`src/rtl/object_pkg.sv`:
```
// rtl/object_pkg.sv - shared object payload type and scheduler state encoding
package object_pkg;
    localparam int OBJ_W = 16;

    typedef logic [OBJ_W-1:0] object_t;

    typedef enum logic [1:0] {
        ST_IDLE,
        ST_COLLECT,
        ST_REWIND,
        ST_DRAIN
    } obj_sched_state_t;
endpackage

```
`src/rtl/object_scheduler_rr_arbiter.sv`:
```
// rtl/object_scheduler_rr_arbiter.sv - round-robin one-hot arbiter with rotating priority pointer
module rr_arbiter #(
    parameter int N = 4
) (
    input  logic         clk,
    input  logic         rst,
    input  logic [N-1:0] req,
    input  logic         en,
    output logic [N-1:0] gnt
);
    localparam int PW = (N > 1) ? $clog2(N) : 1;

    logic [PW-1:0] ptr_q;
    logic [PW-1:0] ptr_d;
    logic [PW-1:0] idx;
    logic          found;

    always_comb begin
        gnt   = '0;
        ptr_d = ptr_q;
        idx   = '0;
        found = 1'b0;
        for (int off = 0; off < N; off++) begin
            idx = PW'((int'(ptr_q) + off) % N);
            if (en && !found && req[idx]) begin
                gnt[idx] = 1'b1;
                found    = 1'b1;
                // Priority rotates to the source just after the winner
                ptr_d    = PW'((int'(ptr_q) + off + 1) % N);
            end
        end
    end

    always_ff @(posedge clk or posedge rst) begin
        if (rst) begin
            ptr_q <= '0;
        end else begin
            ptr_q <= ptr_d;
        end
    end
endmodule

```
`src/rtl/object_scheduler.sv`:
```
// rtl/object_scheduler.sv - frame object collector/drainer; OBJECT_SCHED_DROP_EN enables drop-on-full
module object_scheduler
    import object_pkg::*;
#(
    parameter int N_SRC = 4,
    parameter int SIZE  = 50
) (
    input  logic                   clk,
    input  logic                   rst,
    input  logic                   frame_start,
    input  logic                   frame_end,
    input  logic [N_SRC-1:0]       src_valid,
    input  logic [N_SRC*OBJ_W-1:0] src_data,
    output logic [N_SRC-1:0]       src_ready,
    output logic [OBJ_W-1:0]       buf_data_a,
    output logic                   buf_write_a,
    output logic                   buf_next_frame,
    output logic                   buf_read_b,
    input  logic [OBJ_W-1:0]       buf_data_b,
    input  logic                   buf_full,
    output logic                   out_valid,
    input  logic                   out_ready,
    output logic [OBJ_W-1:0]       out_data,
    output logic                   out_last,
`ifdef OBJECT_SCHED_DROP_EN
    output logic [15:0]            drop_count,
`endif
    output logic                   overrun
);
    localparam int            CW     = $clog2(SIZE + 1);
    localparam logic [CW-1:0] SIZE_C = CW'(SIZE);

    obj_sched_state_t state_q, state_d;
    logic [CW-1:0]    wr_total_q, wr_total_d;
    logic [CW-1:0]    rd_count_q, rd_count_d;
    logic             full;
    logic             arb_en;

    assign full     = buf_full || (wr_total_q == SIZE_C);
    assign out_data = buf_data_b;

`ifdef OBJECT_SCHED_DROP_EN
    logic [15:0] drop_count_q, drop_count_d;

    // Granting continues while full so producers never stall; the write is suppressed
    assign arb_en     = (state_q == ST_COLLECT);
    assign drop_count = drop_count_q;

    always_comb begin
        drop_count_d = drop_count_q;
        if ((|src_ready) && full && (drop_count_q != 16'hFFFF)) begin
            drop_count_d = drop_count_q + 16'd1;
        end
    end

    always_ff @(posedge clk or posedge rst) begin
        if (rst) begin
            drop_count_q <= '0;
        end else begin
            drop_count_q <= drop_count_d;
        end
    end
`else
    assign arb_en = (state_q == ST_COLLECT) && !full;
`endif

    rr_arbiter #(.N(N_SRC)) u_arb (
        .clk (clk),
        .rst (rst),
        .req (src_valid),
        .en  (arb_en),
        .gnt (src_ready)
    );

    always_comb begin
        state_d        = state_q;
        wr_total_d     = wr_total_q;
        rd_count_d     = rd_count_q;
        buf_write_a    = 1'b0;
        buf_data_a     = '0;
        buf_next_frame = 1'b0;
        buf_read_b     = 1'b0;
        out_valid      = 1'b0;
        out_last       = 1'b0;
        overrun        = frame_start && (state_q != ST_IDLE);

        for (int i = 0; i < N_SRC; i++) begin
            if (src_ready[i] && !full) begin
                buf_write_a = 1'b1;
                buf_data_a  = src_data[i*OBJ_W +: OBJ_W];
            end
        end
        if (buf_write_a && (wr_total_q != SIZE_C)) begin
            wr_total_d = wr_total_q + CW'(1);
        end

        unique case (state_q)
            ST_IDLE: begin
                if (frame_start) state_d = ST_COLLECT;
            end
            ST_COLLECT: begin
                if (frame_end) state_d = ST_REWIND;
            end
            ST_REWIND: begin
                buf_next_frame = 1'b1;
                state_d        = ST_DRAIN;
            end
            ST_DRAIN: begin
                out_valid  = rd_count_q < wr_total_q;
                out_last   = out_valid && (rd_count_q == wr_total_q - CW'(1));
                buf_read_b = out_valid && out_ready;
                rd_count_d = rd_count_q + CW'(buf_read_b);
                // Leave as soon as the final handshake lands; empty buffer exits at once
                if (rd_count_d == wr_total_q) begin
                    state_d    = ST_IDLE;
                    rd_count_d = '0;
                end
            end
            default: state_d = ST_IDLE;
        endcase
    end

    always_ff @(posedge clk or posedge rst) begin
        if (rst) begin
            state_q    <= ST_IDLE;
            wr_total_q <= '0;
            rd_count_q <= '0;
        end else begin
            state_q    <= state_d;
            wr_total_q <= wr_total_d;
            rd_count_q <= rd_count_d;
        end
    end
endmodule

```
`config.mk`:
```
export PLATFORM = sky130hd
export DESIGN_NAME = object_scheduler
export DESIGN_NICKNAME = d
export VERILOG_FILES = /design/src/rtl/object_pkg.sv /design/src/rtl/object_scheduler_rr_arbiter.sv /design/src/rtl/object_scheduler.sv
export SDC_FILE = /design/constraint.sdc
export NUM_CORES = 1
export LEC_CHECK = 0
export ABC_AREA = 1
export CORE_MARGIN = 1.5
export CORE_UTILIZATION = 37
export DETAILED_ROUTE_END_ITERATION = 7
export PLACE_DENSITY = 0.8
export RECOVER_POWER = 100
export SLEW_MARGIN = 15
export SYNTH_ARGS = -nofsm -noshare
export SYNTH_HDL_FRONTEND = slang
export SYNTH_HIERARCHICAL = 1
export SYNTH_SLANG_ARGS = --single-unit
```
`constraint.sdc`:
```
create_clock -name clk -period 3.1 [get_ports clk]
set_input_delay 0.31 -clock clk [delete_from_list [all_inputs] [get_ports clk]]
set_output_delay 0.31 -clock clk [all_outputs]
set_load 0.005 [all_outputs]
```
==> results of run 1 <==
worst paths after layout:
check | from | to | slack [ns] | cells after the start
max | wr_total_q[1] | buf_data_a[10] | 0.05 | 15
min | rst | u_arb/ptr_q[1] | 0.36 | 2
max reg2reg | wr_total_q[3] | state_q[1] | 0.19 | 19
min reg2reg | state_q[0] | state_q[0] | 0.56 | 2
max in group asynchronous | rst | wr_total_q[2] | 2.13 | 2
min in group clk | state_q[0] | state_q[0] | 0.56 | 2
report_power, final:
group	leakage, nW	internal (mW)	switching (mW)
Clock	0.0288	0.113	0.0802
Sequential	0.186	0.258	0.0717
Combinational	1.80	0.334	0.355
Total	2.01	0.704	0.507
registers in the layout (all words and copies together), names as in the netlist:
| signal | flops |
|---|---|
| wr_total_q | 6 |
| rd_count_q | 6 |
| u_arb/ptr_q | 2 |
| state_q | 2 |
routing by layer:
metal	up-vias	track usage (%)	share of wire, %
li1	1644	-	-
met1	1558	27.53	41
met2	144	39.23	52
met3	29	2.085	4.7
met4	0	7.792	2.5
met5	-	0	0
cell families (layout without fill, tap and decap cells):
family	count (synthesis)	in the layout	synth area share, %
compound gates	32	32	7.418
xor+xnor	13	13	4.327
fa+ha+maj	19	19	9.035
buf+inv	81	207	15.83
flops	16	16	15.22
simple gates	272	272	48.17
worst register-to-register path, stage by stage (launching register included):
cell        delay, ns
dfrtp_2          0.43
buf_6            0.15
clkinvlp_4       0.12
ha_4             0.29
nand4_1          0.09
o221ai_2         0.23
nor2_2           0.06
ha_2             0.21
ha_2             0.33
inv_1            0.06
nand2_1          0.05
nand2_1          0.04
nor2_1           0.11
nand3_1          0.09
nor2_2           0.13
nand2_1          0.09
nand2_2          0.13
nand2_1          0.09
nand2_1          0.06
nand2_1          0.05
per-stage QoR:
| stage | instance area (µm²) | setup WS (ns) | hold WS, ns | instances | total power [mW] |
|---|---|---|---|---|---|
| after floorplan | 2633 | 0.007028 | 0.05118 | 433 | 0.7058 |
| after global placement | 3791 | -0.1488 | 0.5198 | 625 | 0.8982 |
| after detailed placement | 3791 | -0.2191 | 0.5083 | 625 | 0.9326 |
| after CTS | 4041 | -0.1248 | 0.2288 | 638 | 1.144 |
| after global routing | 4333 | -0.07479 | 0.3883 | 655 | 1.319 |
| final | 4333 | 0.04684 | 0.3616 | 655 | 1.211 |
final cells by class:
cell class	instances	share of cell area, %
multi-input combinational	336	49.03
timing repair buffer	157	33.21
sequential	16	9.298
inverter	45	4.245
tap	96	2.772
clock buffer	4	1.271
timing repair inverter	1	0.1733
timing repair:
item / in CTS / in global routing
setup endpoints to repair: 17 / 24
pin swaps: 4 / 22
gates resized for setup: 46 / 81
hold endpoints to repair: 0 / 0
buffers inserted: 7 / 20
cloned: 2 / 0
placed cells by master, fill, tap and decap left out, drive strengths merged:
cell type	n
o21ai	21
nor3b	1
nor3	17
o22ai	2
buf	60
clkbuf	14
dfrtp	16
xor2	9
nand2	97
clkdlybuf4s15	2
nand3	58
or2	1
xnor2	4
o221ai	1
o211ai	1
dlygate4sd3	1
ha	19
and2	1
nor2	76
dlymetal6s2s	1
clkinvlp	3
dlygate4sd2	2
nor4	16
a21oi	7
clkdlybuf4s50	81
nand4	5
inv	43
==> results.json, run 1 <==
{
  "grt_start_max_net_pins": 36,
  "finClkSkew_ns": 0.006538,
  "syn_area_per_cell_um2": 6.077,
  "synth.top_cell.area_share_pct": 15.22,
  "core_mm2": 0.006832,
  "antenna_found_initial": 0,
  "cpLargestDelayFamily": "simple AND/OR/NAND/NOR gates",
  "worst_setup_path_end_kind": "output port",
  "fp.dieH_um": 87.33,
  "antennaDiodeCount": 0,
  "start_util_pct": 38.52,
  "crit_type": "reg2out",
  "synth_edf_count": 0,
  "multi_input_comb_area_mm2": 0.002125,
  "cp_cell_sequence": "ha_4, nand4_4, nand2_4, nor2_4, inv_2, nor2_4, nand2_1, o21ai_1, a21oi_2, o21ai_4, buf_4, inv_2, nor4_1, nor3_1, dlygate4sd2_1",
  "synthTopCellsByArea": "dfrtp_1 (15%), nand2_1 (13%), nor2_1 (11%)",
  "cts_buffers": 3,
  "drtIter0Drc": 174,
  "period_minus_slack_ns": 3.053,
  "clkLatencyLatePin_ns": 0.26,
  "synth_area_mm2": 0.002631,
  "critPathMaxStageDelay_ns": 0.42,
  "hold_path.class": "in2async",
  "clk_pin_slew_ns": 0.07,
  "gr-total-overflow": 0,
  "crit_required_ns": 2.79,
  "netlist_top_cells_count": "nand2_1 (88), nor2_1 (75), nand3_1 (54)",
  "root_buffer": "clkbuf_8",
  "crit_arrival_ns": 2.74,
  "setup_violations": 0,
  "fillers": 624,
  "place.gp.congestion": 0.8770,
  "async_reset_ff_share_pct": 100.0,
  "ctsLongestPathBuffers": 2,
  "syn_to_final_growth_pct": 64.67,
  "synth_ff_type": "dfrtp_1",
  "pin_count": 132,
  "vias": 3375,
  "hold_buffers": 0,
  "yosysMostFrequentCell": "nand2_1",
  "syn-num-nets": 542,
  "ir_drop_uv": 218.3,
  "cts_tree": "yes",
  "die_area_mm2": 0.007627,
  "grt_usage_pct": 22.06,
  "dp_hpwl_um": 6442,
  "grt_first_pass_wirelength_um": 13610,
  "fin_util_pct": 63.42,
  "wl_per_cell_um": 14.35,
  "p_leak_nw": 2.012,
  "worstPathMaxFanout": 8,
  "pwr_density_cell_mw_per_mm2": 279.4,
  "slew_headroom_pct": 62.64,
  "worstSetupStartpointType": "flip-flop",
  "ant_nets": 0,
  "regArea_um2": 402.9,
  "hold_viol": 0,
  "drive_above_1_share_pct": 28.44,
  "period_share_pct": 98.49,
  "io_buffers": 99,
  "ys_warn_count": 6,
  "nets": 669,
  "timing.fmax_mhz": 327.5,
  "drv_cap": 0,
  "yosysUniqueCellTypes": 35,
  "worst-path-buf-inv": 4,
  "worst_pin_slew_ns": 0.5599,
  "clock_sinks": 16,
  "htreeDepth": 1,
  "routed_via_density": 5.153,
  "first_global_vias": 3062,
  "synth-seq-area-share_pct": 15.22,
  "crit_slowest_cell": "dfrtp_1",
  "outcome": "completed",
  "drtPass1Iterations": 5,
  "die_x_um": 87.33,
  "syn_inst": 433,
  "setup_tns_ns": 0,
  "drt-total-wl_um": 9401,
  "drv_slew": 0,
  "synth_top_area_cell": "dfrtp_1",
  "yosys_register_bits": 16,
  "num_rows": 30,
  "drcViolationCount": 0
}
(Power assumes the default switching activity.)
==> inputs of run 2 (changes only) <==
--- a/config.mk
+++ b/config.mk
@@ -9,7 +9,7 @@
 export CORE_MARGIN = 1.5
 export CORE_UTILIZATION = 37
 export DETAILED_ROUTE_END_ITERATION = 7
-export PLACE_DENSITY = 0.8
+export PLACE_DENSITY = 0.78
 export RECOVER_POWER = 100
 export SLEW_MARGIN = 15
 export SYNTH_ARGS = -nofsm -noshare
==> results.json, run 2 (synthesized netlist as in run 1, its figures left out) <==
{
  "drtIter0Drc": 180,
  "clk_pin_slew_ns": 0.07,
  "first_global_vias": 2904,
  "num_rows": 30,
  "worstSetupStartpointType": "flip-flop",
  "ctsLongestPathBuffers": 2,
  "hold_viol": 0,
  "drt-total-wl_um": 8711,
  "hold_buffers": 0,
  "gr-total-overflow": 0,
  "dpl.cell_count": 622,
  "drive_above_1_share_pct": 22.28,
  "period_share_pct": 96.45,
  "worstPathMaxFanout": 16,
  "die_x_um": 87.33,
  "core_mm2": 0.006832,
  "drv_cap": 0,
  "rrSetupSlack_ns": 0.25,
  "ant_nets": 0,
  "place.gp.congestion": 0.8580,
  "syn_to_final_growth_pct": 57.54,
  "cts_tree": "yes",
  "grt_usage_pct": 20.69,
  "htreeDepth": 1,
  "crit_type": "reg2out",
  "pwr_density_cell_mw_per_mm2": 273.6,
  "nets": 653,
  "antennaDiodeCount": 0,
  "grt_first_pass_wirelength_um": 13050,
  "fp.dieH_um": 87.33,
  "io_buffers": 99,
  "r2r-start": "wr_total_q[1]",
  "finClkSkew_ns": 0.004150,
  "vias": 3223,
  "hold_path.class": "in2async",
  "timing.fmax_mhz": 334.4,
  "clkLatencyLatePin_ns": 0.25,
  "period_minus_slack_ns": 2.990,
  "fin_cells": 639,
  "clock_sinks": 16,
  "start_util_pct": 38.52,
  "slew_headroom_pct": 61.45,
  "grt_start_max_net_pins": 36,
  "outcome": "completed",
  "cts_buffers": 3,
  "r2r_cells": 21,
  "reg_top3": "rd_count_q (6), wr_total_q (6)",
  "drv_slew": 0,
  "worst_setup_path_end_kind": "output port",
  "mostFrequentLayoutCells": "nand2_1 (86), clkdlybuf4s50_1 (82), nor2_1 (71)",
  "worst_pin_slew_ns": 0.5777,
  "drcViolationCount": 0,
  "routed_via_density": 5.044,
  "dp_hpwl_um": 6246,
  "reg2reg_to": "state_q[0]",
  "wl_per_cell_um": 13.63,
  "p_leak_nw": 1.970,
  "ir_drop_uv": 204.8,
  "crit_start": "wr_total_q[0]",
  "drtPass1Iterations": 4,
  "total_power_mw": 1.134,
  "setup_violations": 0,
  "die_area_mm2": 0.007627,
  "layout_commonest_cell": "nand2_1",
  "pin_count": 132,
  "antenna_found_initial": 0,
  "root_buffer": "clkbuf_8",
  "crit_required_ns": 2.79,
  "crit_arrival_ns": 2.68
}
-- run 2: changes by cell type in the layout (fill, tap and decap cells not counted), moves of 4 or more --
cell     before  now
nand2_2      11    7
nand2_1      81   86
nor4_1        4    9
nor2_1       66   71
nor2_2        7    2
nor4_2       10    4
buf_4        50   33
-- run 2: worst max path at each step --
stage and endpoint:
3_5_place_dp buf_data_a[14], 4_1_cts buf_data_a[14], 3_3_place_gp buf_data_a[14], 2_1_floorplan buf_data_a[1]
6_report buf_data_a[11], 5_1_grt buf_data_a[11]
-- run 2: metal layers --
metal | global-route usage (%) | vias to the layer above | share of wire [%]
li1 | - | 1614 | -
met1 | 27.84 | 1487 | 42
met2 | 34.90 | 110 | 52
met3 | 2.654 | 12 | 5.1
met4 | 5.051 | 0 | 1.3
met5 | 0 | - | 0
-- run 2: where the power goes --
group | leakage [nW] | internal [mW] | switching [mW] | total (mW)
combinational | 1.76 | 0.298 | 0.316 | 0.614
clock | 0.0288 | 0.113 | 0.0786 | 0.191
sequential | 0.186 | 0.258 | 0.0711 | 0.329
-- run 2: through the flow --
step / utilization [%] / setup WS, ns / hold slack [ns] / area (µm²) / setup TNS [ns]
2_1_floorplan: - / 0.007028 / 0.05118 / 2633 / 0
3_3_place_gp: 54.93 / -0.1266 / 0.5245 / 3752 / -0.7230
3_5_place_dp: 54.93 / -0.1473 / 0.5298 / 3752 / -1.510
4_1_cts: 57.07 / -0.1127 / 0.2534 / 3899 / -0.2317
5_1_grt: 60.68 / -0.06162 / 0.3994 / 4145 / -0.2741
6_report: 60.68 / 0.1100 / 0.3802 / 4145 / 0
-- run 2: critical path: stages (launching register included) --
cell and delay [ns]:
dfrtp_1 0.35, inv_1 0.06, ha_2 0.20, nand4_4 0.10, nand2_4 0.07, nor2_4 0.17, inv_1 0.10, nor2_4 0.15
nand2_1 0.08, o21ai_2 0.06, a21oi_2 0.05, o21ai_2 0.11, inv_1 0.08, buf_6 0.18, nor4_4 0.30, nor3_1 0.09
dlygate4sd2_1 0.27
-- run 2: final cells by class --
cell class | instances | area, µm²
flip-flops and latches | 16 | 402.9
inverters | 45 | 180.2
well taps | 96 | 120.1
fillers | 637 | 2686
repair buffers | 142 | 1341
multi-input cells | 336 | 2046
clock buffers | 4 | 55.05
-- run 2: what timing repair did --
| item | in CTS | in global routing |
|---|---|---|
| endpoints found under the setup margin | 18 | 22 |
| resized for setup | 33 | 68 |
| setup buffers | 3 | 8 |
| cloned | 1 | 1 |
| pin swaps | 0 | 7 |
==> inputs of run 3 (changes only) <==
--- a/config.mk
+++ b/config.mk
@@ -6,9 +6,10 @@
 export NUM_CORES = 1
 export LEC_CHECK = 0
 export ABC_AREA = 1
-export CORE_MARGIN = 1.5
+export CORE_ASPECT_RATIO = 0.6
 export CORE_UTILIZATION = 37
 export DETAILED_ROUTE_END_ITERATION = 7
+export HOLD_SLACK_MARGIN = 0.02
 export PLACE_DENSITY = 0.78
 export RECOVER_POWER = 100
 export SLEW_MARGIN = 15
==> results.json, run 3 (synthesized netlist as in run 1, its figures left out) <==
{
  "period_minus_slack_ns": 3.085,
  "worst_pin_slew_ns": 0.6290,
  "crit_type": "reg2out",
  "grt_setup_unrepaired": "yes",
  "die_x_um": 110.9,
  "worst-path-buf-inv": 7,
  "htreeDepth": 1,
  "cts_tree": "yes",
  "grt_usage_pct": 23.80,
  "dpl_cell_area_mm2": 0.003739,
  "nets": 656,
  "die_area_mm2": 0.007464,
  "crit_required_ns": 2.79,
  "pwr_density_cell_mw_per_mm2": 298.7,
  "setup_violations": 0,
  "hold_path.class": "in2async",
  "num_rows": 23,
  "wl_per_cell_um": 15.63,
  "worstSetupStartpointType": "flip-flop",
  "antennaDiodeCount": 0,
  "vias": 3391,
  "worst_setup_path_end_kind": "output port",
  "timing.fmax_mhz": 324.2,
  "fin_area_mm2": 0.004324,
  "io_buffers": 99,
  "clock_sinks": 16,
  "drcViolationCount": 0,
  "drive_above_1_share_pct": 23.08,
  "worstPathMaxFanout": 13,
  "finClkSkew_ns": 0.001719,
  "total_power_mw": 1.292,
  "drt-total-wl_um": 9893,
  "p_leak_nw": 2.118,
  "clkLatencyLatePin_ns": 0.25,
  "r2r-start": "wr_total_q[3]",
  "cp.depth": 18,
  "ant_nets": 0,
  "ir_drop_uv": 353.3,
  "place.gp.congestion": 0.8632,
  "gr-total-overflow": 0,
  "core_mm2": 0.006763,
  "slew_headroom_pct": 58.02,
  "r2r_cells": 18,
  "drv_slew": 0,
  "crit_arrival_ns": 2.77,
  "drv_cap": 0,
  "hold_slack_ns": 0.3748,
  "start_util_pct": 38.91,
  "layout_commonest_cell": "nand2_1",
  "syn_to_final_growth_pct": 64.34,
  "ctsLongestPathBuffers": 2,
  "rrSetupSlack_ns": 0.08,
  "period_share_pct": 99.51,
  "pin_count": 132,
  "critPathMaxStageDelay_ns": 0.38,
  "cp_cell_sequence": "inv_2, ha_4, nand4_4, nand2_4, nor2_2, buf_6, nand3_4, inv_6, nand2_4, inv_8, a21oi_2, o21ai_2, buf_6, clkbuf_16, nor2_1, nor2_2, nor3_1, dlygate4sd2_1",
  "root_buffer": "clkbuf_16",
  "mostFrequentLayoutCells": "nand2_1 (84), clkdlybuf4s50_1 (81), nor2_1 (69)",
  "drtIter0Drc": 282,
  "fp.dieH_um": 67.32,
  "hold_buffers": 0,
  "clk_pin_slew_ns": 0.05,
  "grt_start_max_net_pins": 36,
  "grt_first_pass_wirelength_um": 14280,
  "first_global_vias": 3033,
  "reg2reg_to": "state_q[1]",
  "dp_hpwl_um": 6849,
  "cpLargestDelayFamily": "buffers and inverters",
  "routed_via_density": 5.357,
  "crit_slowest_cell": "dfrtp_1",
  "drtPass1Iterations": 5,
  "outcome": "completed",
  "reg_top3": "rd_count_q (6), wr_total_q (6)",
  "antenna_found_initial": 0,
  "cts_buffers": 3,
  "hold_viol": 0
}
run 3: how the worst max path moves through the flow:
stage,startpoint,end,slack [ns]
after floorplan,wr_total_q[0],buf_data_a[1],0.007
after global routing,u_arb/ptr_q[1],buf_data_a[7],-0.14
after CTS,wr_total_q[0],buf_data_a[1],-0.17
after detailed placement,src_valid[2],buf_data_a[14],-0.33
after global placement,buf_full,buf_data_a[14],-0.22
final,wr_total_q[0],buf_data_a[0],0.02
run 3: metrics by stage:
step	util [%]	setup WS (ns)	setup TNS, ns	std cells
after floorplan	-	0.007028	0	433
after global placement	55.28	-0.2226	-1.682	611
after detailed placement	55.28	-0.3259	-3.850	611
after CTS	58.98	-0.1717	-1.150	620
after global routing	63.94	-0.1404	-0.7580	633
final	63.94	0.01531	0	633
run 3: routing by layer:
layer	global-route usage (%)	wire [µm]
met1	33.39	4537
met4	8.333	220
met3	5.117	771
met2	36.10	4363
met5	0	0
run 3: worst register-to-register path: cells and delay by family (launching register included):
family | cells | cell delay [ns]
adder cells (fa/ha/maj) | 3 | 0.81
flip-flops | 1 | 0.41
AO/OA/AOI/OAI | 2 | 0.37
AND/OR/NAND/NOR | 11 | 1.09
buffers and inverters | 2 | 0.23
run 3: where the power goes:
group / internal, mW / switching [mW] / leakage [nW]
clock: 0.197 / 0.0936 / 0.0442
combinational: 0.321 / 0.354 / 1.89
sequential: 0.258 / 0.0687 / 0.186
run 3: timing repair:
| item | in CTS | in global routing |
|---|---|---|
| cloned | 2 | 1 |
| pin swaps | 3 | 13 |
| resized for setup | 44 | 59 |
| setup buffers | 3 | 12 |
| setup endpoints to repair | 17 | 26 |
run 3: cell type report:
type	instances	area [µm²]
clock buffer	4	88.84
fill	537	2439
inverter	45	183.9
multi-input combinational	336	2123
sequential	16	402.9
tap	87	108.9
timing repair buffer	144	1409
timing repair inverter	1	7.507
